===== config.mk =====
export PLATFORM = sky130hd
export DESIGN_NAME = dff_pipeline_flat
export DESIGN_NICKNAME = d
export VERILOG_FILES = /design/src/rtl/dff_pipeline_if.sv /design/src/rtl/dff_pipeline.sv /design/src/flat_wrapper.sv
export SDC_FILE = /design/constraint.sdc
export NUM_CORES = 1
export LEC_CHECK = 0
export CAP_MARGIN = 20
export CORE_AREA = 5 5 70 72
export DETAILED_ROUTE_END_ITERATION = 12
export DIE_AREA = 0 0 75 77
export HOLD_SLACK_MARGIN = 0.1
export PLACE_DENSITY = 0.73
export SLEW_MARGIN = 5
export SYNTH_ARGS = -nofsm -noshare
export SYNTH_HDL_FRONTEND = slang
export SYNTH_SLANG_ARGS = --single-unit

===== constraint.sdc =====
create_clock -name clk -period 1.9 [get_ports clk]
set_input_delay 0.38 -clock clk [delete_from_list [all_inputs] [get_ports clk]]
set_output_delay 0.38 -clock clk [all_outputs]
set_load 0.02 [all_outputs]

===== src/rtl/dff_pipeline_if.sv =====
// dff_pipeline_if: valid/ready input and output streams plus occupancy of the pipeline
interface dff_pipeline_if #(
  parameter int WIDTH = 8,
  parameter int DEPTH = 4
);
  logic in_valid;
  logic in_ready;
  logic [WIDTH-1:0] D;
  logic out_valid;
  logic out_ready;
  logic [WIDTH-1:0] Q;
  logic [$clog2(DEPTH+1)-1:0] count;
  modport master (output in_valid, D, out_ready, input in_ready, out_valid, Q, count);
  modport slave (input in_valid, D, out_ready, output in_ready, out_valid, Q, count);
endinterface


===== src/rtl/dff_pipeline.sv =====
// dff_pipeline: DEPTH-stage handshaked register chain with bubble collapse and sync flush
module dff_pipeline #(
  parameter int WIDTH = 8,
  parameter int DEPTH = 4,
  parameter logic [WIDTH-1:0] RESET_VAL = '0
) (
  input logic clk,
  input logic reset,
  input logic clear,
  dff_pipeline_if.slave bus
);
  localparam int CW = $clog2(DEPTH+1);
  logic [DEPTH-1:0] valid;
  logic [WIDTH-1:0] data [DEPTH];
  logic [DEPTH:0] ready;
  logic [DEPTH-1:0] up_valid;
  logic [WIDTH-1:0] up_data [DEPTH];
  logic [CW-1:0] count;
  logic in_xfer;
  logic out_xfer;
  // an empty stage is always ready, so bubbles collapse under backpressure
  always_comb begin
    ready = '0;
    ready[DEPTH] = bus.out_ready;
    for (int i = DEPTH-1; i >= 0; i--) ready[i] = !valid[i] || ready[i+1];
  end
  always_comb begin
    up_valid[0] = bus.in_valid;
    up_data[0] = bus.D;
    for (int i = 1; i < DEPTH; i++) begin
      up_valid[i] = valid[i-1];
      up_data[i] = data[i-1];
    end
  end
  assign in_xfer = bus.in_valid && bus.in_ready;
  assign out_xfer = valid[DEPTH-1] && bus.out_ready;
  always_ff @(posedge clk or negedge reset)
    if (!reset) begin
      valid <= '0;
      for (int i = 0; i < DEPTH; i++) data[i] <= RESET_VAL;
      count <= '0;
    end else if (clear) begin
      valid <= '0;
      for (int i = 0; i < DEPTH; i++) data[i] <= RESET_VAL;
      count <= '0;
    end else begin
      for (int i = 0; i < DEPTH; i++)
        if (ready[i]) begin
          valid[i] <= up_valid[i];
          if (up_valid[i]) data[i] <= up_data[i];
        end
      count <= count + CW'(in_xfer) - CW'(out_xfer);
    end
  assign bus.in_ready = ready[0] && !clear;
  assign bus.out_valid = valid[DEPTH-1];
  assign bus.Q = data[DEPTH-1];
  assign bus.count = count;
endmodule


===== src/flat_wrapper.sv =====
// flat-port wrapper written by rule: the top's interface ports become plain ports
module dff_pipeline_flat 
#(
  parameter int WIDTH = 8,
  parameter int DEPTH = 4,
  parameter logic [WIDTH-1:0] RESET_VAL = '0
)
  (clk, reset, clear, bus_in_valid, bus_D, bus_out_ready, bus_in_ready, bus_out_valid, bus_Q, bus_count);
  dff_pipeline_if #(.WIDTH(WIDTH), .DEPTH(DEPTH)) bus_i ();
  input logic clk;
  input logic reset;
  input logic clear;
  input wire logic [$bits(bus_i.in_valid)-1:0] bus_in_valid;
  input wire logic [$bits(bus_i.D)-1:0] bus_D;
  input wire logic [$bits(bus_i.out_ready)-1:0] bus_out_ready;
  output wire logic [$bits(bus_i.in_ready)-1:0] bus_in_ready;
  output wire logic [$bits(bus_i.out_valid)-1:0] bus_out_valid;
  output wire logic [$bits(bus_i.Q)-1:0] bus_Q;
  output wire logic [$bits(bus_i.count)-1:0] bus_count;
  assign bus_i.in_valid = bus_in_valid;
  assign bus_i.D = bus_D;
  assign bus_i.out_ready = bus_out_ready;
  assign bus_in_ready = bus_i.in_ready;
  assign bus_out_valid = bus_i.out_valid;
  assign bus_Q = bus_i.Q;
  assign bus_count = bus_i.count;
  dff_pipeline #(.WIDTH(WIDTH), .DEPTH(DEPTH), .RESET_VAL(RESET_VAL)) u_core (.clk(clk), .reset(reset), .clear(clear), .bus(bus_i));
endmodule

Yosys cells after proc, flatten, opt, wreduce, memory -nomap -nowiden
Index checks and enable logic that the tools add are counted.
{ "word_totals": {"reg_bits": 39, "in_bits": 13, "output_inout_bits": 13, "wordCells": 50} }
{ "classes": {"n_addsub": 2, "mux": 15, "reduce_logical": 24} }
{ "ops": {"columns": ["cell", "count"], "rows": [
  ["$mux W8", 8],
  ["$mux W32", 1],
  ["$reduce_bool A2 Y1", 8],
  ["$reduce_and A2 Y1", 4],
  ["$logic_not A1 Y1", 5],
  ["$logic_or A1 B1 Y1", 4],
  ["$mux W1", 4],
  ["$mux W4", 1],
  ["$add A3 B1 Y3", 1],
  ["$logic_and A1 B1 Y1", 3],
  ["$mux W3", 1],
  ["$sub A3 B1 Y3", 1]
]} }

Logic depth before layout (Yosys ltp)
Gate-level depths: netlist of run 1.
{ "depth": {"word_depth": 10, "depth_mapped": 9, "mapped_depth_nobuf": 8} }

Least setup slack after synthesis of run 1
OpenSTA, ideal clock, no wires.
{ "synth_timing": {"path_type": "register to register", "startpoint": "reg u_core.valid[3]", "endpoint": "reg u_core.count[2], in the netlist u_core.bus.count[2]", "setup_time_ps": 121, "arrival_ps": 2151, "required_time_ps": 1779, "slack_ps": -372, "stages_incl_launch_ff": 10, "path_buffers": 1, "period_less_slack_ps": 2272, "path_cell_list": "dfrtp_1 -> and3b_1 -> buf_6 -> a31oi_1 -> and2_1 -> ha_1 -> inv_1 -> fa_1 -> xnor2_1 -> nor2_1"} }
{ "synth_between": {"elab_chain_cells": 10, "word_cells_on_any_way": 11, "classes_between": "2 x add/sub; 1 x mux; 8 x reduce/logical"} }
{ "synth_rtl": {"columns": ["element", "line", "source"], "rows": [
  ["start, declared", "dff_pipeline.sv:13", "logic [DEPTH-1:0] valid;"],
  ["start signal, assigned by index", "dff_pipeline.sv:49", "valid[i] <= up_valid[i];"],
  ["$logic_not A1 Y1", "dff_pipeline.sv:25", "for (int i = DEPTH-1; i >= 0; i--) ready[i] = !valid[i] || ready[i+1];"],
  ["$logic_or A1 B1 Y1 (4 in a row)", "dff_pipeline.sv:25", null],
  ["$logic_and A1 B1 Y1", "dff_pipeline.sv:54", "assign bus.in_ready = ready[0] && !clear;"],
  ["named net bus_in_ready", "flat_wrapper.sv:16", "output wire logic [$bits(bus_i.in_ready)-1:0] bus_in_ready;"],
  ["$logic_and A1 B1 Y1", "dff_pipeline.sv:35", "assign in_xfer = bus.in_valid && bus.in_ready;"],
  ["$add A3 B1 Y3", "dff_pipeline.sv:52", "count <= count + CW'(in_xfer) - CW'(out_xfer);"],
  ["$sub A3 B1 Y3", "dff_pipeline.sv:52", null],
  ["$mux W3", "dff_pipeline.sv:42", "end else if (clear) begin"],
  ["end signal, assigned", "dff_pipeline.sv:52", null],
  ["end, declared", "dff_pipeline.sv:18", "logic [CW-1:0] count;"]
]} }
The timed path passes the listed nets, and every way through them passes these cells.
A chain may end at the register's enable or synchronous reset.

Worst setup path in the final report of run 1
{ "layout_timing": {"startpoint": "reg u_core.valid[3]", "endpoint": "reg u_core.count[1], in the netlist u_core.bus.count[1]"} }
{ "layout_between": {"elab_chain_cells": 10, "word_cells_on_any_way": 11, "classes_between": "2 x add/sub; 1 x mux; 8 x reduce/logical"} }
{ "layout_rtl": {"columns": ["element", "line"], "rows": [
  ["$logic_not A1 Y1", "dff_pipeline.sv:25"],
  ["$logic_or A1 B1 Y1 (4 in a row)", "dff_pipeline.sv:25"],
  ["$logic_and A1 B1 Y1", "dff_pipeline.sv:54"],
  ["$logic_and A1 B1 Y1", "dff_pipeline.sv:35"],
  ["$add A3 B1 Y3", "dff_pipeline.sv:52"],
  ["$sub A3 B1 Y3 (*)", "dff_pipeline.sv:52"],
  ["$mux W3 (*)", "dff_pipeline.sv:42"]
]} }
Every way passes the cells marked *; elsewhere a longest branch is shown, timed or not.

==> results.md, run 1 <==
- Post-CTS setup repair buffer count: 0
- End of the worst register-to-register path: u_core.bus.count[1]
- Total track usage: 0.153
- Hold Path End: u_core.bus.Q[2]
- CTS Buf Count: 5
- CTS Root Cell: clkbuf_8
- Crit-path max FO: 5
- Initial antenna violation count: 0
- H-tree Lvls: 2
- Die X-Extent: between 70 and 80 um
- Maximum VDD drop: 338 uV
- Simple-Gate Fraction of Synth Area: 0.166
- Worst r2r src: u_core.valid[3]
- Die Y: 77 um
- Initial Util: 0.462
- Synth Warn #: 0
- HP Start: u_core.data[10]
- First-pass GRT wire length: a little under 7000 um
- DRT antenna net count: 0
- Area post-placement: 0.00223 sq mm
- Post-Synth Adder-Cell Area: 0.0230
- Synthesized Nets: 205
- Compound-Gate Fraction of Synth Area: 0.137
- Sequential area share after synthesis: 0.499
- Iteration-0 DRC Markers: 58
- Worst EP arrival: 1.98 ns
- Sinks on Clock Net: 39
- CP Class: register to register
- Routed len/inst: 15.0 um
- Final WL: between 3000 and 4000 um
- Normalized max-slew margin: 0.557
- Achievable Freq: ~550 MHz
- Share of cells above drive strength 1: 0.142
- Commonest non-fill, non-tap cells in the layout: 38 x dfrtp_1, 22 x clkdlybuf4s50_1, 21 x nand2_1, 16 x mux2i_1
- Ports: 26
- Row Count: 24
- Worst Setup End Kind: register
- Port-buffer cells: 25
- Ranking of synthesized cells by area: dfrtp_1 50%, mux2i_1 8.2%, nand2_1 4.0%, o311ai_1 3.6%, buf_4 3.1%
- Critical path's top delay family: adder cells
- Post-DP HPWL: 2790 um
- Pin count of the biggest net entering global routing: 29
- Post-route DRC: 0
- Placer Congestion: around 0.75
- Worst Reg-to-Reg Cells: 7
- Largest area contributor in the synthesized netlist: dfrtp_1
- Final Hold Fails: 0
- Count of final setup violators: 0
- Worst skew pair latency: ~0.29 ns
- Worst hold path class: register to register
- Crit path required time: 2.07 ns
- Nets: 226
- Number of synthesized register bits: 39
- Synth top area share: 0.499
- TritonRoute pass-1 iters: 4
- Unrepaired setup endpoints after global routing: no
- Routed vias: 1399
- Minimum clock period: 1.81 ns
- Clock share of power: 0.393
- Cell Pwr Density: 765 mW/mm^2
- XOR/XNOR Fraction of Synth Area: 0.00896
- Total die area: around 0.0058 sq mm
- Clk buf depth: 2
- Setup tns final: 0 ns
- CORE AREA: 0.00423 sq mm
- Routed vias/inst: 5.32
- Syn avg cell area: 10.3 sq um
- Leak: 0.980 nW
- Internal Pwr Total: 1.39 mW
- Sequential fraction of design power: 0.488
- Congestion Overflow GR: 0
- Worst setup SP type: register
- P&R area growth vs syn: 20.9%
- Crit path buf inv count: 1
- Post-synthesis cell type count: 30
- Biggest cell delay along the critical path: just over 0.5 ns
- Slew Viols, Final: 0
- Vias in the first global route: 1421
- Switch Pwr: 0.418 mW
- Max-Cap Viols: 0
- Fillers: 374
- Final Instance Area: 0.00236 sq mm
- Setup slack, reg-to-reg: between 0.09 and 0.1 ns
- Status: completed
- Slowest-stage cell, CP: fa_2
- Mapped cell area: between 0.0015 and 0.002 sq mm
- N_diodes: 0
- Main combinational cell family by area after synthesis: simple AND/OR/NAND/NOR gates
- Skew final: between 0.003 and 0.004 ns
- Comb power frac: 0.119
- Mux cell area share after synthesis: 0.0819
- Crit-path cells: and3b_2, a31oi_4, and2_1, ha_1, inv_1, fa_2, nor2_1
- Worst-path clk slew: ~0.08 ns
- Final Cycle Share: 0.951
- Worst Max-Slew Pin Slew: between 0.6 and 0.7 ns
- CTS tree: done
- Sw Ratio: 0.231
- Syn Inst Count: 189
- Commonest non-fill, non-tap cell in the layout: dfrtp_1
- Hold depth: 2
power groups by stage:
| stage | clock network (mW) | logic [mW] | registers (mW) |
|---|---|---|---|
| 6_report | 0.711 | 0.215 | 0.882 |
| 5_1_grt | 0.755 | 0.240 | 0.886 |
| 4_1_cts | 0.729 | 0.219 | 0.882 |
| 3_5_place_dp | 0 | 0.217 | 0.899 |
| 3_3_place_gp | 0 | 0.214 | 0.897 |
| 2_1_floorplan | 0 | 0.116 | 0.905 |
registers in the layout, indices dropped and copies added (netlist names):
register / count
u_core.bus.Q: 8
u_core.bus.count: 3
u_core.data: 24
u_core.valid: 4
per-layer routing:
metal,GRT usage,routed length (um),vias to the layer above
met5,0,0,-
met4,0.0712,84,0
met3,0.0248,152,7
met2,0.227,1810,26
met1,0.214,1900,662
li1,-,-,704
worst max path at each step:
stage / from / cells past startpoint / slack [ns] / end
after detailed placement: bus_out_ready / 8 / -0.37 / u_core.bus.count[1]
after floorplan: u_core.valid[3] / 8 / -0.10 / u_core.bus.count[1]
after CTS: u_core.valid[3] / 7 / 0.07 / u_core.bus.count[1]
final: u_core.valid[3] / 7 / 0.09 / u_core.bus.count[1]
after global placement: bus_out_ready / 8 / -0.37 / u_core.bus.count[1]
after global routing: u_core.valid[3] / 7 / 0.01 / u_core.bus.count[1]
synth_stat cells, drive strengths merged:
library cell  count
nand3             8
inv               5
o21ai             8
nor2              6
a21oi            10
and3b             1
xnor2             1
clkbuf            2
buf              21
xor2              1
mux2i            16
a31oi             7
a21boi            1
nand3b            5
fa                1
nor3b             8
o2111ai           3
o311ai            8
and2b             1
ha                2
nand2            23
dfrtp            39
a41oi             3
nand2b            4
nor2b             3
and2              2
through the flow:
| step | cells | utilization | hold slack (ns) | total power, mW | worst slack, ns |
|---|---|---|---|---|---|
| finish | 263 | 0.558 | 0.534 | 1.81 | 0.0931 |
| global route | 263 | 0.558 | 0.555 | 1.88 | 0.0111 |
| CTS | 263 | 0.558 | 0.538 | 1.83 | 0.0711 |
| detailed placement | 254 | 0.528 | 0.342 | 1.12 | -0.367 |
| global placement | 254 | 0.528 | 0.328 | 1.11 | -0.372 |
| floorplan | 189 | - | 0.0844 | 1.02 | -0.104 |
what timing repair did:
action / CTS / global route
hold endpoints to repair: 16 / 0
pin swaps: 1 / 1
setup endpoints to repair: 3 / 1
hold buffers: 1 / 0
gates resized for setup: 5 / 0
worst min-delay path: cells and delay by family, from the launching register on:
family,cells,cell delay [ns]
and+or+nand+nor,1,0.07
AOI/OAI and AO/OA,1,0.05
DFF,1,0.38
cells by family after synthesis:
family,Yosys count
DFF,39
muxes,16
AOI/OAI and AO/OA,40
buffers and inverters,28
and+or+nand+nor,61
adders and majority gates,3
xor gates and xnor gates,2
layout make-up:
type | count | area [sq um] | area share
flip-flops and latches | 39 | 977 | 0.413
well taps | 52 | 65.1 | 0.0275
clock inverters | 2 | 35.0 | 0.0148
multi-input cells | 122 | 835 | 0.353
repair buffers | 37 | 350 | 0.148
clock buffers | 6 | 82.6 | 0.0349
inverters | 5 | 18.8 | 0.00794
(Power assumes the default switching activity.)
==> run 2, diff against run 1 <==
CAP_MARGIN = 15   (was 20)
clock period = 1.6 ns   (was 1.9 ns; I/O delays follow)
==> results.md, run 2 (synthesis results as in run 1) <==
- Leak: 1.03 nW (was 0.980 nW)
- Initial antenna violation count: 0 (unchanged)
- CP Class: register to register (unchanged)
- Commonest non-fill, non-tap cell in the layout: dfrtp_1 (unchanged)
- Congestion Overflow GR: 0 (unchanged)
- Top reg by flops: u_core.data (unchanged)
- Routed vias: 1445 (was 1399)
- Total track usage: 0.149 (was 0.153)
- Min Hold Slack: 0.493 ns (was 0.534 ns)
- Placer Congestion: 0.731 (was 0.747)
- P&R area growth vs syn: 24.4% (was 20.9%)
- Routed vias/inst: 5.41 (was 5.32)
- Final Hold Fails: 0 (unchanged)
- Final Cycle Share: 1.08 (was 0.951)
- Worst-path clk slew: 0.07 ns (was 0.08 ns)
- CORE AREA: 0.00423 sq mm (unchanged)
- Clk buf depth: 2 (unchanged)
- CTS Buf Count: 5 (unchanged)
- Post-DP HPWL: 2770 um (was 2790 um)
- Crit-path cells: and3b_2, a31oi_4, and2_4, ha_4, inv_2, fa_2, nor2_1 (was and3b_2, a31oi_4, and2_1, ha_1, inv_1, fa_2, nor2_1)
- Violated checks: setup timing
- N_diodes: 0 (unchanged)
- Die X-Extent: 75 um (unchanged)
- Skew final: 0.00414 ns (was 0.00327 ns)
- Worst Setup End Kind: register (unchanged)
- Post-route DRC: 0 (unchanged)
- Nets: 231 (was 226)
- DRT antenna net count: 0 (unchanged)
- Fillers: 371 (was 374)
- Worst Max-Slew Pin Slew: 0.424 ns (was 0.662 ns)
- Place WS: -0.628 ns (was -0.367 ns)
- Status: complete, but fails checks (was completed)
- Crit path required time: 1.77 ns (was 2.07 ns)
- Die Y: 77 um (unchanged)
- Iteration-0 DRC Markers: 57 (was 58)
- Initial Util: 0.462 (unchanged)
- Commonest non-fill, non-tap cells in the layout: 38 x dfrtp_1, 21 x nand2_1, 19 x clkdlybuf4s50_1, 16 x mux2i_1, 11 x buf_4 (was 38 x dfrtp_1, 22 x clkdlybuf4s50_1, 21 x nand2_1, 16 x mux2i_1)
- Cell Pwr Density: 818 mW/mm^2 (was 765 mW/mm^2)
- Setup slack, reg-to-reg: -0.13 ns (was 0.09 ns)
- CTS tree: done (unchanged)
- Max reg flops: 24 (unchanged)
- Slew Viols, Final: 0 (unchanged)
- Slowest-stage cell, CP: fa_2 (unchanged)
- Total die area: 0.00578 sq mm (unchanged)
- Achievable Freq: 578 MHz (was 553 MHz)
- TritonRoute pass-1 iters: 4 (unchanged)
- Ports: 26 (unchanged)
- Vias in the first global route: 1398 (was 1421)
- Sinks on Clock Net: 39 (unchanged)
- Worst setup SP type: register (unchanged)
- Max-Cap Viols: 0 (unchanged)
- Normalized max-slew margin: 0.717 (was 0.557)
- Maximum VDD drop: 525 uV (was 338 uV)
- Unrepaired setup endpoints after global routing: yes (was no)
- Worst hold path class: input port to asynchronous set/reset pin (was register to register)
- H-tree Lvls: 2 (unchanged)
- Routed len/inst: 14.4 um (was 15.0 um)
- Final WL: 3850 um (was 3950 um)
- Crit-path max FO: 3 (was 5)
- Worst skew pair latency: 0.28 ns (was 0.29 ns)
- First-pass GRT wire length: 6710 um (was 6800 um)
- Count of final setup violators: 2 (was 0)
- Port-buffer cells: 25 (unchanged)
- Minimum clock period: 1.73 ns (was 1.81 ns)
- Pin count of the biggest net entering global routing: 29 (unchanged)
- Row Count: 24 (unchanged)
- Biggest cell delay along the critical path: 0.50 ns (was 0.51 ns)
- PnR worst setup slack: -0.130 ns (was 0.0931 ns)
- CTS Root Cell: clkbuf_8 (unchanged)
- Worst EP arrival: 1.90 ns (was 1.98 ns)
- Share of cells above drive strength 1: 0.186 (was 0.142)
run 2: changes by cell type in the layout (fill, tap and decap cells not counted), moves of 2 or more:
cell             before  now
clkdlybuf4s50_1      22   19
buf_12                1    4
inv_1                 4    2
dlygate4sd2_1         1    3
run 2: area by class of cell:
class | count | area, sq um | area share
flip-flops and latches | 39 | 977 | 0.402
multi-input cells | 122 | 860 | 0.353
repair buffers | 42 | 423 | 0.174
clock buffers | 6 | 82.6 | 0.0339
well taps | 52 | 65.1 | 0.0267
inverters | 5 | 21.3 | 0.00874
clock inverters | 1 | 5.00 | 0.00206
run 2: routing by layer:
layer | global-route usage | share of wire | up-vias
li1 | - | - | 716
met1 | 0.208 | 0.49 | 695
met2 | 0.226 | 0.46 | 32
met3 | 0.0405 | 0.046 | 2
met4 | 0.0427 | 0.0070 | 0
met5 | 0 | 0 | -
run 2: critical path: cells and delay by family (launching register included):
family	cells	cell delay (ns)
compound gates	1	0.13
fa+ha+maj	2	0.61
buf+inv	1	0.03
flops	1	0.41
simple gates	3	0.44
run 2: final timing paths:
| path | from | to | cells past startpoint |
|---|---|---|---|
| min in group clk | u_core.data[11] | u_core.bus.Q[3] | 2 |
| worst min-delay path | reset | u_core.bus.count[2] | 2 |
| worst max register to register | u_core.valid[3] | u_core.bus.count[1] | 7 |
| worst min register to register | u_core.data[11] | u_core.bus.Q[3] | 2 |
| max in group asynchronous | reset | u_core.valid[3] | 3 |
| worst max-delay path | u_core.valid[3] | u_core.bus.count[1] | 7 |
run 2: what timing repair did:
| item | 4_1_cts | 5_1_grt |
|---|---|---|
| setup buffers | 0 | 0 |
| hold endpoints to repair | 16 | 0 |
| gates cloned | 0 | 0 |
| pin swaps | 3 | 0 |
| setup endpoints to repair | 10 | 24 |
| gates resized for setup | 10 | 9 |
| hold buffers | 1 | 0 |
run 2: per-stage QoR:
stage,TNS [ns],instances,instance area (sq um),util,power (mW)
global placement,-8.15,259,2310,0.546,1.33
finish,-0.227,267,2430,0.575,1.99
floorplan,-0.796,189,1970,-,1.21
detailed placement,-8.45,259,2310,0.546,1.34
global route,-0.360,267,2430,0.575,2.09
CTS,-0.594,267,2420,0.571,2.01
run 2: where the power goes:
group	switching, mW	leakage [nW]	total (mW)	internal, mW
logic	0.145	0.458	0.282	0.137
registers	0.0197	0.528	1.04	1.03
clock network	0.325	0.0470	0.663	0.338
total	0.490	1.03	1.99	1.50
